$ cat src/rtl/reindeer_mem_arbiter_if.sv
// Request/completion bus between the core's fetch and load/store units,
// the memory arbiter, and the memory controller port.
interface reindeer_mem_arbiter_if #(
    parameter int ADDR_WIDTH = 32,
    parameter int DATA_WIDTH = 32
);
    logic                      fetch_read_enable;
    logic [ADDR_WIDTH-1:0]     fetch_read_addr;
    logic                      fetch_done;
    logic [DATA_WIDTH-1:0]     fetch_data;
    logic                      data_enable;
    logic                      data_we;
    logic [ADDR_WIDTH-1:0]     data_addr;
    logic [DATA_WIDTH-1:0]     data_wdata;
    logic [DATA_WIDTH/8-1:0]   data_byte_en;
    logic                      data_done;
    logic [DATA_WIDTH-1:0]     data_rdata;
    logic                      access_error;
    logic                      mem_enable;
    logic                      mem_we;
    logic [ADDR_WIDTH-1:0]     mem_addr;
    logic [DATA_WIDTH-1:0]     mem_wdata;
    logic [DATA_WIDTH/8-1:0]   mem_byte_en;
    logic                      mem_done;
    logic [DATA_WIDTH-1:0]     mem_rdata;

    // Arbiter side
    modport slave (
        input  fetch_read_enable, fetch_read_addr,
        input  data_enable, data_we, data_addr, data_wdata, data_byte_en,
        input  mem_done, mem_rdata,
        output fetch_done, fetch_data, data_done, data_rdata, access_error,
        output mem_enable, mem_we, mem_addr, mem_wdata, mem_byte_en
    );

    // Requesters plus memory controller side
    modport master (
        output fetch_read_enable, fetch_read_addr,
        output data_enable, data_we, data_addr, data_wdata, data_byte_en,
        output mem_done, mem_rdata,
        input  fetch_done, fetch_data, data_done, data_rdata, access_error,
        input  mem_enable, mem_we, mem_addr, mem_wdata, mem_byte_en
    );
endinterface

$ cat src/rtl/reindeer_mem_arbiter.sv
// Shares one memory-controller port between instruction fetch and load/store,
// data-over-fetch priority, with a grant-to-done watchdog.
module reindeer_mem_arbiter #(
    parameter int ADDR_WIDTH     = 32,
    parameter int DATA_WIDTH     = 32,
    parameter int TIMEOUT_CYCLES = 255
) (
    input  logic clk,
    input  logic reset_n,
    input  logic sync_reset,
    reindeer_mem_arbiter_if.slave bus
);
    localparam int BE_W  = DATA_WIDTH / 8;
    localparam int CNT_W = $clog2(TIMEOUT_CYCLES + 1);
    localparam logic [CNT_W-1:0] CNT_MAX = CNT_W'(TIMEOUT_CYCLES);

    typedef enum logic [2:0] {
        S_IDLE       = 3'b001,
        S_FETCH_BUSY = 3'b010,
        S_DATA_BUSY  = 3'b100
    } state_e;

    state_e                state_q, state_d;
    logic [CNT_W-1:0]      cnt_q, cnt_d;
    logic                  fv_q, fv_d, dv_q, dv_d, dwe_q, dwe_d;
    logic [ADDR_WIDTH-1:0] faddr_q, faddr_d, daddr_q, daddr_d;
    logic [DATA_WIDTH-1:0] dwdata_q, dwdata_d;
    logic [BE_W-1:0]       dbe_q, dbe_d;

    logic                  fetch_done_q, fetch_done_d, data_done_q, data_done_d;
    logic                  access_error_q, access_error_d;
    logic [DATA_WIDTH-1:0] fetch_data_q, fetch_data_d, data_rdata_q, data_rdata_d;
    logic                  mem_enable_q, mem_enable_d, mem_we_q, mem_we_d;
    logic [ADDR_WIDTH-1:0] mem_addr_q, mem_addr_d;
    logic [DATA_WIDTH-1:0] mem_wdata_q, mem_wdata_d;
    logic [BE_W-1:0]       mem_byte_en_q, mem_byte_en_d;

    // A same-cycle pulse counts as pending so an idle arbiter grants it at once
    logic                  f_pend, d_pend, d_we;
    logic [ADDR_WIDTH-1:0] f_addr, d_addr;
    logic [DATA_WIDTH-1:0] d_wdata;
    logic [BE_W-1:0]       d_be;

    assign f_pend  = fv_q | bus.fetch_read_enable;
    assign f_addr  = bus.fetch_read_enable ? bus.fetch_read_addr : faddr_q;
    assign d_pend  = dv_q | bus.data_enable;
    assign d_we    = bus.data_enable ? bus.data_we      : dwe_q;
    assign d_addr  = bus.data_enable ? bus.data_addr    : daddr_q;
    assign d_wdata = bus.data_enable ? bus.data_wdata   : dwdata_q;
    assign d_be    = bus.data_enable ? bus.data_byte_en : dbe_q;

    always_comb begin
        state_d        = state_q;
        cnt_d          = cnt_q;
        fv_d           = fv_q;
        faddr_d        = faddr_q;
        dv_d           = dv_q;
        dwe_d          = dwe_q;
        daddr_d        = daddr_q;
        dwdata_d       = dwdata_q;
        dbe_d          = dbe_q;
        fetch_done_d   = 1'b0;
        data_done_d    = 1'b0;
        access_error_d = 1'b0;
        fetch_data_d   = fetch_data_q;
        data_rdata_d   = data_rdata_q;
        mem_enable_d   = 1'b0;
        mem_we_d       = mem_we_q;
        mem_addr_d     = mem_addr_q;
        mem_wdata_d    = mem_wdata_q;
        mem_byte_en_d  = mem_byte_en_q;

        if (bus.fetch_read_enable) begin
            fv_d    = 1'b1;
            faddr_d = bus.fetch_read_addr;
        end
        if (bus.data_enable) begin
            dv_d     = 1'b1;
            dwe_d    = bus.data_we;
            daddr_d  = bus.data_addr;
            dwdata_d = bus.data_wdata;
            dbe_d    = bus.data_byte_en;
        end

        if (sync_reset) begin
            state_d = S_IDLE;
            fv_d    = 1'b0;
            dv_d    = 1'b0;
            cnt_d   = '0;
        end else begin
            case (state_q)
                S_IDLE: begin
                    if (d_pend) begin
                        dv_d          = 1'b0;
                        mem_enable_d  = 1'b1;
                        mem_we_d      = d_we;
                        mem_addr_d    = d_addr;
                        mem_wdata_d   = d_wdata;
                        mem_byte_en_d = d_we ? d_be : '1;
                        cnt_d         = '0;
                        state_d       = S_DATA_BUSY;
                    end else if (f_pend) begin
                        fv_d          = 1'b0;
                        mem_enable_d  = 1'b1;
                        mem_we_d      = 1'b0;
                        mem_addr_d    = f_addr;
                        mem_wdata_d   = '0;
                        mem_byte_en_d = '1;
                        cnt_d         = '0;
                        state_d       = S_FETCH_BUSY;
                    end
                end
                S_FETCH_BUSY: begin
                    if (bus.mem_done) begin
                        fetch_done_d = 1'b1;
                        fetch_data_d = bus.mem_rdata;
                        state_d      = S_IDLE;
                    end else if (cnt_q == CNT_MAX) begin
                        fetch_done_d   = 1'b1;
                        fetch_data_d   = '0;
                        access_error_d = 1'b1;
                        state_d        = S_IDLE;
                    end else begin
                        cnt_d = cnt_q + CNT_W'(1);
                    end
                end
                S_DATA_BUSY: begin
                    // mem_we_q still reflects the in-flight access: stores return 0
                    if (bus.mem_done) begin
                        data_done_d  = 1'b1;
                        data_rdata_d = mem_we_q ? '0 : bus.mem_rdata;
                        state_d      = S_IDLE;
                    end else if (cnt_q == CNT_MAX) begin
                        data_done_d    = 1'b1;
                        data_rdata_d   = '0;
                        access_error_d = 1'b1;
                        state_d        = S_IDLE;
                    end else begin
                        cnt_d = cnt_q + CNT_W'(1);
                    end
                end
                default: state_d = S_IDLE;
            endcase
        end
    end

    always_ff @(posedge clk or negedge reset_n) begin
        if (!reset_n) begin
            state_q        <= S_IDLE;
            cnt_q          <= '0;
            fv_q           <= 1'b0;
            faddr_q        <= '0;
            dv_q           <= 1'b0;
            dwe_q          <= 1'b0;
            daddr_q        <= '0;
            dwdata_q       <= '0;
            dbe_q          <= '0;
            fetch_done_q   <= 1'b0;
            data_done_q    <= 1'b0;
            access_error_q <= 1'b0;
            fetch_data_q   <= '0;
            data_rdata_q   <= '0;
            mem_enable_q   <= 1'b0;
            mem_we_q       <= 1'b0;
            mem_addr_q     <= '0;
            mem_wdata_q    <= '0;
            mem_byte_en_q  <= '0;
        end else begin
            state_q        <= state_d;
            cnt_q          <= cnt_d;
            fv_q           <= fv_d;
            faddr_q        <= faddr_d;
            dv_q           <= dv_d;
            dwe_q          <= dwe_d;
            daddr_q        <= daddr_d;
            dwdata_q       <= dwdata_d;
            dbe_q          <= dbe_d;
            fetch_done_q   <= fetch_done_d;
            data_done_q    <= data_done_d;
            access_error_q <= access_error_d;
            fetch_data_q   <= fetch_data_d;
            data_rdata_q   <= data_rdata_d;
            mem_enable_q   <= mem_enable_d;
            mem_we_q       <= mem_we_d;
            mem_addr_q     <= mem_addr_d;
            mem_wdata_q    <= mem_wdata_d;
            mem_byte_en_q  <= mem_byte_en_d;
        end
    end

    assign bus.fetch_done   = fetch_done_q;
    assign bus.fetch_data   = fetch_data_q;
    assign bus.data_done    = data_done_q;
    assign bus.data_rdata   = data_rdata_q;
    assign bus.access_error = access_error_q;
    assign bus.mem_enable   = mem_enable_q;
    assign bus.mem_we       = mem_we_q;
    assign bus.mem_addr     = mem_addr_q;
    assign bus.mem_wdata    = mem_wdata_q;
    assign bus.mem_byte_en  = mem_byte_en_q;
endmodule

$ cat src/flat_wrapper.sv
// flat-port wrapper written by rule: the top's interface ports become plain ports
module reindeer_mem_arbiter_flat 
#(
    parameter int ADDR_WIDTH     = 32,
    parameter int DATA_WIDTH     = 32,
    parameter int TIMEOUT_CYCLES = 255
)
  (clk, reset_n, sync_reset, bus_fetch_read_enable, bus_fetch_read_addr, bus_data_enable, bus_data_we, bus_data_addr, bus_data_wdata, bus_data_byte_en, bus_mem_done, bus_mem_rdata, bus_fetch_done, bus_fetch_data, bus_data_done, bus_data_rdata, bus_access_error, bus_mem_enable, bus_mem_we, bus_mem_addr, bus_mem_wdata, bus_mem_byte_en);
  reindeer_mem_arbiter_if #(.ADDR_WIDTH(ADDR_WIDTH), .DATA_WIDTH(DATA_WIDTH)) bus_i ();
  input  logic clk;
  input  logic reset_n;
  input  logic sync_reset;
  input wire logic [$bits(bus_i.fetch_read_enable)-1:0] bus_fetch_read_enable;
  input wire logic [$bits(bus_i.fetch_read_addr)-1:0] bus_fetch_read_addr;
  input wire logic [$bits(bus_i.data_enable)-1:0] bus_data_enable;
  input wire logic [$bits(bus_i.data_we)-1:0] bus_data_we;
  input wire logic [$bits(bus_i.data_addr)-1:0] bus_data_addr;
  input wire logic [$bits(bus_i.data_wdata)-1:0] bus_data_wdata;
  input wire logic [$bits(bus_i.data_byte_en)-1:0] bus_data_byte_en;
  input wire logic [$bits(bus_i.mem_done)-1:0] bus_mem_done;
  input wire logic [$bits(bus_i.mem_rdata)-1:0] bus_mem_rdata;
  output wire logic [$bits(bus_i.fetch_done)-1:0] bus_fetch_done;
  output wire logic [$bits(bus_i.fetch_data)-1:0] bus_fetch_data;
  output wire logic [$bits(bus_i.data_done)-1:0] bus_data_done;
  output wire logic [$bits(bus_i.data_rdata)-1:0] bus_data_rdata;
  output wire logic [$bits(bus_i.access_error)-1:0] bus_access_error;
  output wire logic [$bits(bus_i.mem_enable)-1:0] bus_mem_enable;
  output wire logic [$bits(bus_i.mem_we)-1:0] bus_mem_we;
  output wire logic [$bits(bus_i.mem_addr)-1:0] bus_mem_addr;
  output wire logic [$bits(bus_i.mem_wdata)-1:0] bus_mem_wdata;
  output wire logic [$bits(bus_i.mem_byte_en)-1:0] bus_mem_byte_en;
  assign bus_i.fetch_read_enable = bus_fetch_read_enable;
  assign bus_i.fetch_read_addr = bus_fetch_read_addr;
  assign bus_i.data_enable = bus_data_enable;
  assign bus_i.data_we = bus_data_we;
  assign bus_i.data_addr = bus_data_addr;
  assign bus_i.data_wdata = bus_data_wdata;
  assign bus_i.data_byte_en = bus_data_byte_en;
  assign bus_i.mem_done = bus_mem_done;
  assign bus_i.mem_rdata = bus_mem_rdata;
  assign bus_fetch_done = bus_i.fetch_done;
  assign bus_fetch_data = bus_i.fetch_data;
  assign bus_data_done = bus_i.data_done;
  assign bus_data_rdata = bus_i.data_rdata;
  assign bus_access_error = bus_i.access_error;
  assign bus_mem_enable = bus_i.mem_enable;
  assign bus_mem_we = bus_i.mem_we;
  assign bus_mem_addr = bus_i.mem_addr;
  assign bus_mem_wdata = bus_i.mem_wdata;
  assign bus_mem_byte_en = bus_i.mem_byte_en;
  reindeer_mem_arbiter #(.ADDR_WIDTH(ADDR_WIDTH), .DATA_WIDTH(DATA_WIDTH), .TIMEOUT_CYCLES(TIMEOUT_CYCLES)) u_core (.clk(clk), .reset_n(reset_n), .sync_reset(sync_reset), .bus(bus_i));
endmodule
$ cat config.mk
export PLATFORM = sky130hd
export DESIGN_NAME = reindeer_mem_arbiter_flat
export DESIGN_NICKNAME = d
export VERILOG_FILES = /design/src/rtl/reindeer_mem_arbiter_if.sv /design/src/rtl/reindeer_mem_arbiter.sv /design/src/flat_wrapper.sv
export SDC_FILE = /design/constraint.sdc
export NUM_CORES = 1
export LEC_CHECK = 0
export BUFFER_PORTS_ARGS = -buffer_cell sky130_fd_sc_hd__buf_2
export CORE_MARGIN = 1
export CORE_UTILIZATION = 25
export CTS_BUF_LIST = sky130_fd_sc_hd__clkbuf_8 sky130_fd_sc_hd__clkbuf_16
export CTS_CLUSTER_SIZE = 24
export DETAILED_ROUTE_END_ITERATION = 10
export PLACE_DENSITY = 0.41
export SKIP_CTS_REPAIR_TIMING = 1
export SLEW_MARGIN = 20
export SYNTH_ARGS = -nofsm -noshare
export SYNTH_HDL_FRONTEND = slang
export SYNTH_SLANG_ARGS = --single-unit
$ cat constraint.sdc
create_clock -name clk -period 2.3 [get_ports clk]
set_input_delay 0.46 -clock clk [delete_from_list [all_inputs] [get_ports clk]]
set_output_delay 0.46 -clock clk [all_outputs]
set_load 0.03 [all_outputs]
==> results.cfg, run 1 <==
[outcome]
outcome = complete, no violations

[routing]
vias = 6874
first_pass_iters = 4
drc = 0
vias_per_cell = 4.525
drt_iter0_drc = 259
wl_per_cell_um = 18.63
ant_nets = 0
drt-total-wl_um = 28290

[place]
globalplace.congestion = 0.7202
io_buffer_count = 275
dpl.hpwl_um = 18450

[floorplan]
ios = 276
die-area_um2 = 39650
die_x_um = 199.1
die_y_um = 199.1
coreArea_um2 = 37930
initial_utilization_pct = 25.61
rows = 71

[synth]
synthesis.instances = 708
synth_area_um2 = 9714
ys_types = 45
async_flop_share_pct = 100.0
synth.top_cell.area_share_pct = 64.40
ys_top_cells_by_area = dfrtp_1 (64%), mux2_2 (12%), a22o_1 (6.1%)
syn_avg_cell_area_um2 = 13.72
synth_edf_count = 0
synth_ff_type = dfrtp_1
synth_top_area_cell = dfrtp_1
yosys_warnings = 0
synth_seq_cells = 251
ys_seq_area_share_pct = 64.67
synth_fp_nets = 848

[min_path]
whs_path_depth = 2
min_from = bus_mem_rdata[23]
min_to = u_core.bus.fetch_data[23]
hp-class = input port to register

[sta]
hold_viol_final = 0
setup_viol = 0
fmax_mhz = 510.0
tightest_slew_ns = 0.4875
slew_violations = 0
finalCritPeriodShare_pct = 85.25
max_slew_margin_pct = 66.57
post-route-min-period_ns = 1.961
rsz0062_at_grt = false
skew_ns = 0.01092
timing.setup.tns_ns = 0

[critical_path]
reg2reg_from = u_core.state_q[0]
reg2reg_depth = 5
end_kind = register
cp_max_fo = 47
critPathLaunchType = register
cp.required_ns = 2.76
crit_path_cell_trace = nor3b_2, nand3b_1, buf_12, buf_12, o31ai_1
cp.arrival_ns = 2.42
r2r_slack_ns = 0.34
cp_slowest_cell = dfstp_2
cp_slowest_stage_delay_ns = 0.56
cp_top_family = simple AND/OR/NAND/NOR gates
path_class = register to register
path_buf_inv = 2
crit_path_frequent_cell = buf_12
r2r-end = u_core.bus.mem_addr[16]

[clocking]
cts_tree = yes
cts_made_buffers = 31
cts_buffer_depth = 3
htreeDepth = 1
cts_root_buf = clkbuf_16
cts.clk_slew.worst_paths_ns = 0.06
cts_sinks = 251
clk_latency_ns = 0.56

[power]
ir_drop_v = 0.0007809
p_per_area_nw_per_um2 = 1176
finalPower_mw = 15.14
p_leak_nw = 6.210

[global_route]
grt_pass1_wl_um = 42990
grt_antenna_before_repair = 5
grt_start_max_net_pins = 58
overflow = 0
track_usage_pct = 14.06
grt_pass1_vias = 7163

[layout]
fill_cells = 3942
fin_util_pct = 33.92
syn_to_final_growth_pct = 32.47
final_layout_size_suffix_gt1_share_pct = 45.63
fin_nets = 1127

[flow_run]
cap_violations = 0
-- sequential cells by signal, summed over array words and instances, names as in the netlist, 3 cells and up --
| signal | cells |
|---|---|
| u_core.bus.data_rdata | 32 |
| u_core.bus.fetch_data | 32 |
| u_core.bus.mem_addr | 32 |
| u_core.bus.mem_wdata | 32 |
| u_core.daddr_q | 32 |
| u_core.dwdata_q | 32 |
| u_core.faddr_q | 32 |
| u_core.cnt_q | 8 |
| u_core.bus.mem_byte_en | 4 |
| u_core.dbe_q | 4 |
| u_core.state_q | 3 |
-- layer usage --
layer / share of wire, % / track usage (%)
met1: 45 / 18.95
met2: 48 / 22.62
met3: 5.1 / 3.004
met4: 2.2 / 4.074
met5: 0.14 / 0
-- Yosys cell counts, types with 2 or more instances --
cell      instances
a21oi_1          13
a21o_1           14
inv_1             3
nand3_1           4
a21boi_0          2
nand2_1          40
a22o_1           68
a31oi_1           3
dfrtp_1         250
o31ai_1          19
nor2_1           30
a32o_1           33
o21ai_1           2
o21ai_0          15
nor3_1           25
o22a_1            3
and2_1            2
buf_4             3
a211oi_1          2
nand2b_1          2
clkbuf_1         30
mux2_2          101
o32a_1            4
buf_2            18
buf_6             2
-- how the worst max path moves through the flow --
stage	startpoint	end	slack, ns	cells past startpoint
2_1_floorplan	bus_fetch_read_enable	u_core.cnt_q[0]	0.43	5
3_3_place_gp	bus_fetch_read_enable	u_core.bus.mem_addr[13]	0.28	7
3_5_place_dp	bus_data_enable	u_core.bus.mem_addr[17]	0.25	6
4_1_cts	u_core.state_q[0]	u_core.bus.mem_addr[16]	0.31	5
5_1_grt	u_core.state_q[0]	u_core.bus.mem_addr[16]	0.20	5
6_report	u_core.state_q[0]	u_core.bus.mem_addr[16]	0.34	5
-- through the flow --
stage	instance area (um2)	hold WS [ns]	instances	setup WS, ns
4_1_cts	12850	-0.1612	1516	0.3081
5_1_grt	12870	0.1085	1519	0.1950
2_1_floorplan	9714	0.1644	708	0.4270
6_report	12870	0.1398	1519	0.3393
3_5_place_dp	11850	0.4455	1464	0.2520
3_3_place_gp	11850	0.4448	1464	0.2768
-- area by class of cell --
cell class / instances / area, um2 / area share, %
flip-flops and latches: 251 / 6282 / 48.82
multi-input cells: 399 / 3196 / 24.83
inverters: 4 / 15.01 / 0.1167
well taps: 511 / 639.4 / 4.968
diodes: 2 / 5.005 / 0.03889
clock buffers: 36 / 844.6 / 6.563
repair buffers: 300 / 1729 / 13.44
clock inverters: 16 / 157.7 / 1.225
-- report_power, final --
part	total, mW	leakage (nW)	switching [mW]	internal [mW]
registers	5.91	3.11	0.500	5.41
logic	4.42	2.58	2.93	1.50
clock network	4.80	0.516	1.88	2.92
total	15.1	6.21	5.31	9.83
-- layout by cell type, fill, tap and decap left out, types with 5 or more instances in the layout --
cell type  netlist  routed
mux2_2         101     101
a21oi_1         13      13
clkbuf_8         0       5
nor3_1          25      24
a21o_1          14      14
o21ai_0         15      15
a22o_1          68      68
buf_12           0      12
nor2_1          30      27
buf_4            3      13
buf_2           18     273
clkbuf_16        0      31
dfrtp_1        250     250
inv_1            3       9
a32o_1          33      33
o31ai_1         19      19
nand2_1         40      40
-- cell families after synthesis --
kind of cell,after synthesis,share of synthesized area [%]
compound gates,185,15.55
xor+xnor,1,0.09018
fa+ha+maj,1,0.1288
buf+inv,58,2.743
flops,251,64.67
mux,102,11.81
simple gates,110,5.010
Note: power is estimated with default switching activity, not from simulation.
==> inputs of run 2 (changes only) <==
--- a/config.mk
+++ b/config.mk
@@ -7,11 +7,11 @@
 export LEC_CHECK = 0
 export BUFFER_PORTS_ARGS = -buffer_cell sky130_fd_sc_hd__buf_2
 export CORE_MARGIN = 1
-export CORE_UTILIZATION = 25
+export CORE_UTILIZATION = 35
 export CTS_BUF_LIST = sky130_fd_sc_hd__clkbuf_8 sky130_fd_sc_hd__clkbuf_16
 export CTS_CLUSTER_SIZE = 24
 export DETAILED_ROUTE_END_ITERATION = 10
-export PLACE_DENSITY = 0.41
+export PLACE_DENSITY = 0.54
 export SKIP_CTS_REPAIR_TIMING = 1
 export SLEW_MARGIN = 20
 export SYNTH_ARGS = -nofsm -noshare
==> run 2 against run 1 <==
- maximum frequency up 6.3%
- global-route usage up 2.9 points
- largest cell class unchanged
- highest routed layer unchanged
- die area down 28%
==> results.cfg, run 2 (synthesis results as in run 1) <==
[global_route]
grt_pass1_vias = 6936
grt_pass1_wl_um = 38560
track_usage_pct = 17.00
grt_start_max_net_pins = 103
overflow = 0
grt_antenna_before_repair = 4

[min_path]
min_to = u_core.bus.fetch_data[26]
whs_path_depth = 2
min_from = bus_mem_rdata[26]
hp-class = input port to register

[place]
post_dp_cell_area_um2 = 11610
dp_slack_ns = 0.2547
dpl.hpwl_um = 15900
io_buffer_count = 275
globalplace.congestion = 0.7408
placed_cells = 1320

[routing]
ant_nets = 0
vias_per_cell = 4.981
drt_iter0_drc = 396
first_pass_iters = 5
wl_per_cell_um = 17.86
drt-total-wl_um = 24430
vias = 6814
drc = 0

[power]
p_seq_share_pct = 40.4
power.switching_mw = 5.114
clkPwrFrac_pct = 30.0
p_leak_nw = 6.135
p_comb_share_pct = 29.6
finalPower_mw = 14.69
power.internal_mw = 9.578
ir_drop_v = 0.0005828
netSwitchingFraction_pct = 34.81
p_per_area_nw_per_um2 = 1171

[critical_path]
cp.required_ns = 2.72
end_kind = register
reg2reg_depth = 6
r2r-end = u_core.bus.fetch_data[0]
path_class = register to register
r2r_slack_ns = 0.46
reg2reg_from = u_core.cnt_q[0]
path_buf_inv = 1
cp_top_family = simple AND/OR/NAND/NOR gates
critPathLaunchType = register
cp_slowest_cell = dfrtp_1
cp.arrival_ns = 2.26
cp_slowest_stage_delay_ns = 0.40
cp_max_fo = 33
crit_path_cell_trace = ha_1, nand4_1, nor2_1, o21ai_2, buf_12, a22o_1

[sta]
tightest_slew_ns = 0.5407
rsz0062_at_grt = false
slew_violations = 0
post-route-min-period_ns = 1.845
max_slew_margin_pct = 62.92
setup_ws_ns = 0.4551
skew_ns = 0.01178
whs_ns = 0.1568
fmax_mhz = 542.0
hold_viol_final = 0
timing.setup.tns_ns = 0
finalCritPeriodShare_pct = 80.21
setup_viol = 0

[clocking]
cts_sinks = 251
cts_root_buf = clkbuf_16
cts_buffer_depth = 3
cts_tree = yes
cts.clk_slew.worst_paths_ns = 0.06
htreeDepth = 1
clk_latency_ns = 0.53
cts_made_buffers = 28

[layout]
final_area_um2 = 12540
final_cell_mix = buf_2 (273), dfrtp_1 (250), mux2_2 (101)
fin_nets = 1119
antenna_cells = 0
final_layout_size_suffix_gt1_share_pct = 45.38
stdcell_count = 1368
layout_commonest_cell = buf_2
syn_to_final_growth_pct = 29.12
fill_cells = 2520
fin_util_pct = 46.28

[floorplan]
die-area_um2 = 28430
die_y_um = 168.6
coreArea_um2 = 27100
rows = 60
ios = 276
die_x_um = 168.6
initial_utilization_pct = 35.84

[outcome]
outcome = complete, no violations

[flow_run]
cap_violations = 0
run 2: cell types whose count changed in the layout (fill, tap and decap cells not counted), sizes merged:
cell | before | now
clkinvlp | 1 | 0
bufinv | 3 | 2
buf | 299 | 294
clkbuf | 36 | 35
diode | 2 | 0
inv | 10 | 8
run 2: how the worst max path moves through the flow:
stage               cells past startpoint  slack, ns                   from                   endpoint
finish                                  6       0.46        u_core.cnt_q[0]   u_core.bus.fetch_data[0]
global route                            6       0.30        u_core.cnt_q[1]  u_core.bus.data_rdata[26]
CTS                                     6       0.47        u_core.cnt_q[0]  u_core.bus.data_rdata[31]
detailed placement                      7       0.25  bus_fetch_read_enable    u_core.bus.mem_addr[14]
global placement                        5       0.27  bus_fetch_read_enable            u_core.cnt_q[0]
floorplan                               5       0.43  bus_fetch_read_enable            u_core.cnt_q[0]
run 2: final cells by class:
| type | instances | area [um2] | area share (%) |
|---|---|---|---|
| clock buffer | 35 | 808.3 | 6.444 |
| clock inverter | 12 | 110.1 | 0.8778 |
| inverter | 4 | 15.01 | 0.1197 |
| multi-input combinational | 399 | 3196 | 25.48 |
| sequential | 251 | 6282 | 50.08 |
| tap | 372 | 465.4 | 3.711 |
| timing repair buffer | 295 | 1667 | 13.29 |
run 2: routing by layer:
metal | share of wire [%] | track usage, % | vias up
met5 | 0.16 | 0 | -
met4 | 2.0 | 4.032 | 6
met3 | 7.7 | 4.910 | 36
met2 | 44 | 25.46 | 252
met1 | 46 | 24.27 | 3371
li1 | - | - | 3149
run 2: power by group through the flow:
stage	Clock [mW]	Sequential (mW)	Combinational [mW]
after floorplan	0	7.56	1.28
after global placement	0	6.00	4.35
after detailed placement	0	5.98	4.40
after CTS	4.55	5.95	4.39
after global routing	4.70	6.06	4.63
final	4.41	5.94	4.34
==> inputs of run 3 (changes only) <==
==> constraint.sdc (replaced) <==
create_clock -name clk -period 1.9 [get_ports clk]
set_input_delay 0.38 -clock clk [delete_from_list [all_inputs] [get_ports clk]]
set_output_delay 0.38 -clock clk [all_outputs]
set_load 0.03 [all_outputs]
==> run 3 against run 2 <==
- non-clock buffer count rose by 14
- first-iteration DRC count fell by 14%
- clock skew fell by 0.0048 ns
- global-route usage rose by 0.44 points
- clock power rose by 37%
- worst setup slack got worse by 0.35 ns
- count of clock-buffer cells in the layout fell by 1
- wire length rose by 0.97%
- flip-flop and latch count did not move
- die area did not move
- via count rose by 1.3%
- maximum frequency rose by 2.6%
==> results.cfg, run 3 (synthesis results as in run 1) <==
[sta]
slew_violations = 0
hold_viol_final = 0
setup_ws_ns = 0.1020
finalCritPeriodShare_pct = 94.63
post-route-min-period_ns = 1.798
rsz0062_at_grt = false
setup_viol = 0
fmax_mhz = 556.2
max_slew_margin_pct = 67.46
timing.setup.tns_ns = 0
tightest_slew_ns = 0.4881
skew_ns = 0.006964

[global_route]
overflow = 0
grt_pass1_wl_um = 39560
grt_antenna_before_repair = 4
track_usage_pct = 17.45
grt_pass1_vias = 7142
grt_start_max_net_pins = 73

[power]
finalPower_mw = 18.55
ir_drop_v = 0.0008800
p_leak_nw = 6.269
p_per_area_nw_per_um2 = 1445

[clocking]
cts_made_buffers = 28
cts_tree = yes
cts_root_buf = clkbuf_16
cts_buffer_depth = 3
cts_sinks = 251
cts.clk_slew.worst_paths_ns = 0.06
htreeDepth = 1
clk_latency_ns = 0.53

[floorplan]
coreArea_um2 = 27100
ios = 276
die_y_um = 168.6
die-area_um2 = 28430
initial_utilization_pct = 35.84
die_x_um = 168.6
rows = 60

[layout]
fin_nets = 1133
antenna_cells = 0
regArea_um2 = 6282
multiInputGateArea_um2 = 3198
fill_cells = 2485
final_area_um2 = 12830
layout_commonest_cell = buf_2
final_cell_mix = buf_2 (273), dfrtp_1 (250), mux2_2 (101)
stdcell_count = 1387
final_layout_size_suffix_gt1_share_pct = 46.70
syn_to_final_growth_pct = 32.12

[critical_path]
cp_max_fo = 7
reg2reg_depth = 6
critPathLaunchType = register
cp.required_ns = 2.32
cp_slowest_cell = dfstp_2
r2r-end = u_core.cnt_q[0]
reg2reg_from = u_core.state_q[0]
crit_path_frequent_cell = buf_4
cp_slowest_stage_delay_ns = 0.57
r2r_slack_ns = 0.10
path_class = register to register
end_kind = register
cp.arrival_ns = 2.21
crit_path_cell_trace = nor3b_2, buf_4, a21oi_4, buf_4, a22o_1, mux2_2

[routing]
ant_nets = 0
vias = 6903
wl_per_cell_um = 17.79
drt-total-wl_um = 24670
drc = 0
first_pass_iters = 4
drt_iter0_drc = 341
vias_per_cell = 4.977

[min_path]
min_to = u_core.bus.data_rdata[1]
whs_path_depth = 2
min_from = bus_mem_rdata[1]
hp-class = input port to register

[place]
placed_cells = 1334
globalplace.congestion = 0.7812
post_dp_cell_area_um2 = 11770
dpl.hpwl_um = 16450
dp_slack_ns = -0.02325
io_buffer_count = 275

[flow_run]
cap_violations = 0

[outcome]
outcome = complete, no violations
-- run 3: changes by cell type in the layout (fill, tap and decap cells not counted), sizes merged --
cell	delta
bufinv	+4
clkinvlp	+2
buf	+14
clkbuf	-1
-- run 3: power breakdown --
group	switching [mW]	internal, mW
registers	0.643	6.55
clock network	2.24	3.80
logic	3.47	1.84
total	6.35	12.2
-- run 3: metrics by stage --
stage / hold slack [ns] / util [%]
3_3_place_gp: 0.3265 / 43.43
3_5_place_dp: 0.3259 / 43.43
4_1_cts: -0.2519 / 47.31
6_report: 0.07687 / 47.36
2_1_floorplan: 0.08441 / -
5_1_grt: 0.04545 / 47.36
-- run 3: area by class of cell --
class / count / share of cell area, %
sequential: 251 / 48.95
multi-input combinational: 399 / 24.92
timing repair buffer: 309 / 14.19
clock buffer: 34 / 6.190
tap: 372 / 3.626
clock inverter: 18 / 2.008
inverter: 4 / 0.1170
-- run 3: critical path, delay by kind of cell, from the launching register on --
family | cells | cell delay, ns
buffers and inverters | 2 | 0.34
DFF | 1 | 0.57
AOI/OAI and AO/OA | 2 | 0.29
muxes | 1 | 0.26
and+or+nand+nor | 1 | 0.23
-- run 3: worst max path at each step --
stage,start,to,cells past startpoint
6_report,u_core.state_q[0],u_core.cnt_q[0],6
4_1_cts,u_core.cnt_q[1],u_core.bus.data_rdata[20],6
2_1_floorplan,bus_fetch_read_enable,u_core.cnt_q[0],5
3_3_place_gp,bus_fetch_read_enable,u_core.cnt_q[0],5
3_5_place_dp,bus_fetch_read_enable,u_core.bus.mem_addr[17],7
5_1_grt,u_core.state_q[0],u_core.cnt_q[0],6
-- run 3: layer usage --
layer  share of wire (%)  global-route usage (%)
met1                  45                   23.56
met2                  44                   27.21
met3                 8.6                   5.915
met4                 1.8                   3.755
met5                0.15                       0
